### config.mk
export PLATFORM = sky130hd
export DESIGN_NAME = add_sched
export DESIGN_NICKNAME = d
export VERILOG_FILES = /design/src/rtl/add_sched_pkg.sv /design/src/rtl/FA_22bit.sv /design/src/rtl/add_sched_rr_arb.sv /design/src/rtl/add_sched.sv
export SDC_FILE = /design/constraint.sdc
export NUM_CORES = 1
export LEC_CHECK = 0
export ABC_AREA = 1
export BUFFER_PORTS_ARGS = -buffer_cell sky130_fd_sc_hd__buf_4
export CORE_AREA = 2 2 62 93
export CTS_CLUSTER_DIAMETER = 50
export CTS_CLUSTER_SIZE = 16
export DETAILED_ROUTE_END_ITERATION = 10
export DIE_AREA = 0 0 64 95
export PLACE_DENSITY = 0.78
export SLEW_MARGIN = 20
export SYNTH_ARGS = -nofsm -noshare
export SYNTH_HDL_FRONTEND = slang
export SYNTH_SLANG_ARGS = --single-unit
### constraint.sdc
create_clock -name clk -period 12 [get_ports clk]
set_clock_uncertainty 0.1 [all_clocks]
set_input_delay 1.8 -clock clk [delete_from_list [all_inputs] [get_ports clk]]
set_output_delay 1.8 -clock clk [all_outputs]
set_load 0.05 [all_outputs]
### src/rtl/add_sched_pkg.sv
// rtl/add_sched_pkg.sv - shared FSM state and requester-id definitions for add_sched
package add_sched_pkg;

    typedef enum logic [1:0] {
        IDLE  = 2'd0,
        LOCK0 = 2'd1,
        LOCK1 = 2'd2
    } state_t;

    localparam logic REQ_ID0 = 1'b0;
    localparam logic REQ_ID1 = 1'b1;

endpackage

### src/rtl/FA_22bit.sv
// rtl/FA_22bit.sv - parameterised ripple-carry adder, operands indexed [width:1]
module FA_22bit #(
    parameter int width = 22
) (
    input  logic [width:1] a,
    input  logic [width:1] b,
    input  logic           cin,
    output logic [width:1] sum,
    output logic           cout
);

    logic [width+1:1] c;

    always_comb begin
        sum  = '0;
        c    = '0;
        c[1] = cin;
        for (int i = 1; i <= width; i++) begin
            sum[i]   = a[i] ^ b[i] ^ c[i];
            c[i+1]   = (a[i] & b[i]) | (c[i] & (a[i] ^ b[i]));
        end
    end

    assign cout = c[width+1];

endmodule

### src/rtl/add_sched_rr_arb.sv
// rtl/add_sched_rr_arb.sv - round-robin grant with burst lock for the shared adder
module add_sched_rr_arb
    import add_sched_pkg::*;
(
    input  logic clk,
    input  logic rst_n,
    input  logic req0_valid,
    input  logic req1_valid,
    input  logic req0_last,
    input  logic req1_last,
    input  logic fire0,
    input  logic fire1,
    output logic grant0,
    output logic grant1,
    output logic in_burst
);

    state_t state;
    logic   ptr;

    // Lock overrides fairness; in IDLE a lone requester wins, a tie goes to ptr.
    always_comb begin
        grant0 = 1'b0;
        grant1 = 1'b0;
        case (state)
            LOCK0:   grant0 = 1'b1;
            LOCK1:   grant1 = 1'b1;
            default: begin
                grant0 = req0_valid & (~req1_valid | (ptr == REQ_ID0));
                grant1 = req1_valid & (~req0_valid | (ptr == REQ_ID1));
            end
        endcase
    end

    assign in_burst = (state != IDLE);

    always_ff @(posedge clk or negedge rst_n) begin
        if (!rst_n) begin
            state <= IDLE;
            ptr   <= REQ_ID0;
        end else begin
            case (state)
                IDLE: begin
                    if (fire0) begin
                        if (req0_last) ptr   <= REQ_ID1;
                        else           state <= LOCK0;
                    end else if (fire1) begin
                        if (req1_last) ptr   <= REQ_ID0;
                        else           state <= LOCK1;
                    end
                end
                LOCK0: begin
                    if (fire0 && req0_last) begin
                        state <= IDLE;
                        ptr   <= REQ_ID1;
                    end
                end
                LOCK1: begin
                    if (fire1 && req1_last) begin
                        state <= IDLE;
                        ptr   <= REQ_ID0;
                    end
                end
                default: state <= IDLE;
            endcase
        end
    end

endmodule

### src/rtl/add_sched.sv
// rtl/add_sched.sv - two-requester multi-word adder scheduler; optional ADD_SCHED_SAT_EN saturates final beats
module add_sched
    import add_sched_pkg::*;
#(
    parameter int WIDTH = 22
) (
    input  logic           clk,
    input  logic           rst_n,
    input  logic           req0_valid,
    output logic           req0_ready,
    input  logic [WIDTH:1] req0_a,
    input  logic [WIDTH:1] req0_b,
    input  logic           req0_last,
    input  logic           req1_valid,
    output logic           req1_ready,
    input  logic [WIDTH:1] req1_a,
    input  logic [WIDTH:1] req1_b,
    input  logic           req1_last,
    output logic           out_valid,
    input  logic           out_ready,
    output logic [WIDTH:1] out_sum,
    output logic           out_cout,
    output logic           out_id,
    output logic           out_last
);

    logic           grant0;
    logic           grant1;
    logic           in_burst;
    logic           space;
    logic           fire0;
    logic           fire1;
    logic           fire;
    logic           sel_id;
    logic           sel_last;
    logic           cin;
    logic           chain_carry;
    logic           add_cout;
    logic [WIDTH:1] sel_a;
    logic [WIDTH:1] sel_b;
    logic [WIDTH:1] add_sum;
    logic [WIDTH:1] next_sum;

    add_sched_rr_arb u_arb (
        .clk        (clk),
        .rst_n      (rst_n),
        .req0_valid (req0_valid),
        .req1_valid (req1_valid),
        .req0_last  (req0_last),
        .req1_last  (req1_last),
        .fire0      (fire0),
        .fire1      (fire1),
        .grant0     (grant0),
        .grant1     (grant1),
        .in_burst   (in_burst)
    );

    // The output register is free when empty or being drained this cycle.
    assign space      = ~out_valid | out_ready;
    assign req0_ready = rst_n & grant0 & space;
    assign req1_ready = rst_n & grant1 & space;
    assign fire0      = req0_valid & req0_ready;
    assign fire1      = req1_valid & req1_ready;
    assign fire       = fire0 | fire1;

    assign sel_id   = grant1 ? REQ_ID1 : REQ_ID0;
    assign sel_a    = grant1 ? req1_a : req0_a;
    assign sel_b    = grant1 ? req1_b : req0_b;
    assign sel_last = grant1 ? req1_last : req0_last;
    assign cin      = in_burst & chain_carry;

    FA_22bit #(
        .width (WIDTH)
    ) u_adder (
        .a    (sel_a),
        .b    (sel_b),
        .cin  (cin),
        .sum  (add_sum),
        .cout (add_cout)
    );

`ifdef ADD_SCHED_SAT_EN
    assign next_sum = (sel_last & add_cout) ? '1 : add_sum;
`else
    assign next_sum = add_sum;
`endif

    always_ff @(posedge clk or negedge rst_n) begin
        if (!rst_n) begin
            out_valid   <= 1'b0;
            out_sum     <= '0;
            out_cout    <= 1'b0;
            out_id      <= REQ_ID0;
            out_last    <= 1'b0;
            chain_carry <= 1'b0;
        end else if (fire) begin
            out_valid   <= 1'b1;
            out_sum     <= next_sum;
            out_cout    <= add_cout;
            out_id      <= sel_id;
            out_last    <= sel_last;
            chain_carry <= sel_last ? 1'b0 : add_cout;
        end else if (out_ready) begin
            out_valid   <= 1'b0;
        end
    end

endmodule

* Word-level counts from Yosys, hierarchy flattened
Cells that the tools add are included.
Cells by class: multiplexer cells 23, $lt $le $gt $ge 0, add/subtract/negate cells 0, $mul 0, shift operators 0, reductions and logical operators 8, eq/ne operators 9, bitwise gates (word level) 127, divide/modulo/power cells 0
Operators by type and width (number):
- bitwise AND 1 bit | 53
- 2-to-1 mux 22 bit | 2
- XOR 1 bit | 44
- bitwise OR 1 bit | 26
- inequality test 3 bit (second input constant) | 5
- 2-to-1 mux 2 bit | 6
- 2-to-1 mux 1 bit | 11
- one-hot mux 2 bit (3 select lines) | 1
- AND reduction 6 bit | 1
- AND reduction 5 bit | 1
- inequality test 2 x 1 -> 1 bit (second input constant) | 2
- inverter 1 bit | 4
- one-hot mux 1 bit (2 select lines) | 2
- nonzero test 2 bit | 2
- one-hot mux 1 bit (3 select lines) | 1
- nonzero test 3 bit | 1
- == test 2 x 1 -> 1 bit (second input constant) | 1
- == test 2 bit (second input constant) | 1
- logical AND 1 bit | 2
- logical NOT 2 bit | 1
Storage, ports and cells: bits of input ports 95, output and inout port bits 28, bits in writable memories 0, bits in read-only memories 0, flip-flop bits (word level) 30, memories kept 0, bits in latches 0

* Logic depth before layout (Yosys ltp)
word-level depth 51, mapped depth 36

* Modules after synthesis
Synthesis repeated with hierarchy kept, for this count alone.
Second synthesis, totals: cell total of the unflattened synthesis 364, area, all modules 2582.5 µm²
Modules (own cells, without submodules):
- add_sched | seq. area each 675.6 µm², times used 1, area an instance 1767.9 µm², cells an instance 277
- FA_22bit | seq. area each 0.0 µm², times used 1, area an instance 478.0 µm², cells an instance 32
- add_sched_rr_arb | seq. area each 75.1 µm², times used 1, area an instance 336.6 µm², cells an instance 55

* Least setup slack after synthesis
No wires, ideal clock.
path kind in2reg, start point input req1_valid, end point register out_sum[22] (netlist name), path slack 0.307 ns, path buffers 2, data arrival time 11.474 ns, stages 34, data required time 11.781 ns, path through nand2_1 -> nand2_1 -> nor2_1 -> nor2_2 -> buf_4 -> buf_4 -> mux2i_1 -> fa_1 -> fa_1 -> fa_1 -> fa_1 -> fa_1 -> fa_1 -> fa_1 -> fa_1 -> fa_1 -> fa_1 -> fa_1 -> fa_1 -> fa_1 -> fa_1 -> fa_1 -> fa_1 -> inv_1 -> fa_1 -> inv_1 -> fa_1 -> fa_1 -> fa_1 -> fa_1 -> inv_1 -> fa_1 -> nand2_1 -> nand2_1
On the way: word-level cells in the longest chain between the ends 47, elaborated cells between the ends (all ways) 101
Ends and longest elaborated chain:
- start, declared | RTL line add_sched.sv:14 | input logic req1_valid,
- bitwise AND 1 bit * | RTL line add_sched_rr_arb.sv:30 | grant1 = req1_valid & (~req0_valid | (ptr == REQ_ID1));
- one-hot mux 1 bit (2 select lines) * | RTL line add_sched_rr_arb.sv:25 | case (state)
- 2-to-1 mux 22 bit (on tied branches) | RTL line add_sched.sv:67, add_sched.sv:68
- XOR 1 bit | RTL line FA_22bit.sv:20 | c[i+1] = (a[i] & b[i]) | (c[i] & (a[i] ^ b[i]));
- bitwise AND 1 bit | RTL line FA_22bit.sv:20
- bitwise OR 1 bit | RTL line FA_22bit.sv:20
- bitwise AND 1 bit | RTL line FA_22bit.sv:20
- bitwise OR 1 bit | RTL line FA_22bit.sv:20
- [32 not listed]
- bitwise AND 1 bit | RTL line FA_22bit.sv:20
- bitwise OR 1 bit | RTL line FA_22bit.sv:20
- bitwise AND 1 bit | RTL line FA_22bit.sv:20
- bitwise OR 1 bit | RTL line FA_22bit.sv:20
- bitwise AND 1 bit | RTL line FA_22bit.sv:20
- bitwise OR 1 bit | RTL line FA_22bit.sv:20
- XOR 1 bit * | RTL line FA_22bit.sv:19 | sum[i] = a[i] ^ b[i] ^ c[i];
- net add_sum, one bit | RTL line add_sched.sv:41 | logic [WIDTH:1] add_sum;
- end signal, assigned | RTL line add_sched.sv:98 | out_sum <= next_sum;
- end, declared | RTL line add_sched.sv:21 | output logic [WIDTH:1] out_sum,
The timed path passes the listed nets; every way through them passes the cells marked *. A chain may end at the register's enable or synchronous reset.

* Final worst setup path
Ends and elaborated chain as after synthesis.

==> summary.txt <==
Run status
  – Run status: finished, final reports clean

Cells and area
  – Area overhead of the layout relative to synthesis: 45.35%
  – Final instance area: 0.003341 mm^2
  – Final net count: 474
  – Commonest non-fill, non-tap cells in the layout: buf_4, nand2_1, mux2i_1, dfrtp_1, fa_1
  – Most common library cell in the layout ignoring fill and taps: buf_4
  – Antenna fix cells: 0
  – Core Util, Final: 62.72%
  – Fraction of layout instances using a drive strength above 1: 42.09%

Yosys
  – Sequential-to-total area share from yosys stat: 32.66%
  – Synthesized cell area: 0.002298 mm^2
  – Synthesis Warnings: 0
  – Number of distinct library cells after synthesis: 23
  – Post-synth net total: 353
  – Instance count of the mapped netlist: 232
  – Mapped Avg Cell Area: 9.907 um^2
  – Seq cells post-synth: 30

GRT
  – Vias in the first global route: 2167
  – GRT overflow: 0
  – First-pass GRT wire length: 9687 um
  – Largest net degree at the start of global routing: 50
  – Global Route Usage Sum: 21.16%
  – Initial antenna violation count: 0

Clocking
  – Number of sinks driven by the clock tree: 30
  – Hold buffer count at CTS: 0
  – Number of buffers created by CTS: 5
  – H-Tree Depth: 2
  – TritonCTS clock tree: built
  – Maximum clock insertion buffer count: 2
  – Clock-pin transition on the worst setup and hold timing paths: 0.07 ns
  – Root cell of the clock tree: clkbuf_8
  – Clock latency at the later pin of the worst-skew pair: 0.28 ns

Routing
  – Post-route antenna net violation count: 0
  – Routed wire per std cell: 13.96 um
  – Detailed Route WL: 5921 um
  – Number of remaining DRC errors: 0
  – Router iterations before antenna repair: 4
  – Vias per inst: 4.863
  – Via count: 2062
  – Violation count after the first detailed-routing iteration: 54

Timing
  – Setup repair after global routing missed its margin: false
  – Hold violation total from the final report: 0
  – Count of pins over their slew limit: 0
  – Slew HR: 46.47%
  – Final cycle utilization of the critical path: 96.61%
  – Hold Worst Slack: 0.3871 ns
  – Maximum clock rate: 86.26 MHz
  – Number of setup violations in the final report: 0
  – Transition time of the tightest slew-check pin: 0.8018 ns
  – Crit path time final: 11.59 ns

Worst hold path
  – Worst hold start: out_sum[21]
  – Worst hold path depth: 2
  – Path type of the worst min-delay path: reg2reg
  – Hold Crit Endpoint: out_sum[21]

Critical path
  – Data arrival time at the worst-slack endpoint: 11.67 ns
  – CP Data Required Time: 12.07 ns
  – Slack of the worst reg-to-reg path: 1.22 ns
  – Worst R2R Path Depth: 34
  – CP Launch Type: input pin
  – Cell type with the highest occurrence count on the critical path: fa_1
  – Critical Path Max Stage Delay: 0.47 ns
  – Slowest cell on the critical path: fa_1
  – Origin of the critical flop-to-flop path: u_arb.state[0]
  – Path type of the worst setup path: in2reg
  – Crit. End Element: flip-flop
  – Crit Reg-Reg Endpoint: out_sum[22]
  – Critical path fanouts, max: 4

Place
  – Routability-driven placement congestion ratio: 0.8053
  – Post-Place Cell Area: 0.003244 mm^2
  – Count of port buffers added during placement: 122
  – Sum of net half-perimeters after detailed placement: 4915 um

Pwr
  – Pwr/cell area: 310.9 mW/mm^2
  – Leakage power summed over all cells: 1.738 nW
  – VDD IR max: 192.3 uV
  – Total power: 1.039 mW

Floorplanning
  – Die Wd: 64 um
  – Area enclosed by the die boundary: 0.006080 mm^2
  – Height of the die: 95 um
  – Starting Density: 43.15%
  – Row count: 33
  – Num ports: 123
  – Placeable Area: 0.005326 mm^2

Run
  – Max Cap Viol: 0
## logic make-up after synthesis
group	Yosys count	share of synthesized area, %
buffers and inverters	23	5.498
AND/OR/NAND/NOR	86	15.08
AO/OA/AOI/OAI	27	8.002
multiplexers	40	17.42
flip-flops	30	32.66
adder cells (fa/ha/maj)	26	21.34
## power by group
group,switching (mW),internal [mW]
Clock,0.0397,0.0462
Sequential,0.0288,0.151
Combinational,0.479,0.294
## layer usage
layer	GRT usage [%]	up-vias	share of wire, %	wire length, um
met2	39.76	66	57	3387
met1	20.45	977	33	1934
met3	6.555	18	6.6	390
met5	0	-	0	0
met4	10.51	0	3.5	208
li1	-	1001	-	-
## registers in the layout, indices dropped and copies added (netlist names)
| name | flops |
|---|---|
| out_last | 1 |
| u_arb.state | 2 |
| out_sum | 22 |
| u_arb.ptr | 1 |
| out_id | 1 |
| out_cout | 1 |
| out_valid | 1 |
| chain_carry | 1 |
## cell usage after synthesis (all sizes together)
cell type  instances  area (um^2)
nand2             69        261.5
mux2i             40        400.4
dfrtp             30        750.7
o21ai             24        161.4
fa                22        440.4
inv               13        48.79
buf                9        73.82
nor2               9        36.29
nand3              5        30.03
ha                 4        50.05
nand4              3        18.77
a21boi             1        11.26
a21oi              1        5.000
a31oi              1        6.260
clkbuf             1        3.750
## how the worst max path moves through the flow
stage / startpoint / endpoint / slack [ns] / depth (start not counted)
detailed placement: req1_valid / out_sum[22] / -0.01 / 33
global placement: req1_valid / out_sum[22] / 0.18 / 33
global route: req1_valid / out_sum[22] / 0.02 / 33
CTS: req1_valid / out_sum[22] / 0.27 / 33
floorplan: req1_valid / out_sum[22] / 0.31 / 34
finish: req1_valid / out_sum[22] / 0.41 / 33
## worst max-delay path: cells and delay by family
family / cells / cell delay [ns]
adder cells (fa/ha/maj): 22 / 8.91
buffers and inverters: 4 / 0.35
multiplexers: 1 / 0.15
AND/OR/NAND/NOR: 6 / 0.46
## stage by stage
step	worst slack, ns	setup TNS [ns]	instances
final	0.4073	0	424
after global routing	0.02368	0	424
after CTS	0.2674	0	424
after detailed placement	-0.01425	-0.01425	416
after global placement	0.1814	0	416
after floorplan	0.3070	0	232
## area by class of cell
cell class,instances,area [um^2]
multi-input cells,179,1431
clock inverters,1,5.005
flip-flops and latches,30,750.7
repair buffers,124,930.9
well taps,70,87.58
fillers,468,1986
clock buffers,7,86.33
inverters,13,48.80
## repair_timing
action                                  4_1_cts  5_1_grt
endpoints found under the setup margin        0        1
endpoints found under the hold margin         0        0
setup buffers                                 0        0
gates resized for setup                       0        2
No activity file was read; power rests on OpenSTA's default activity.
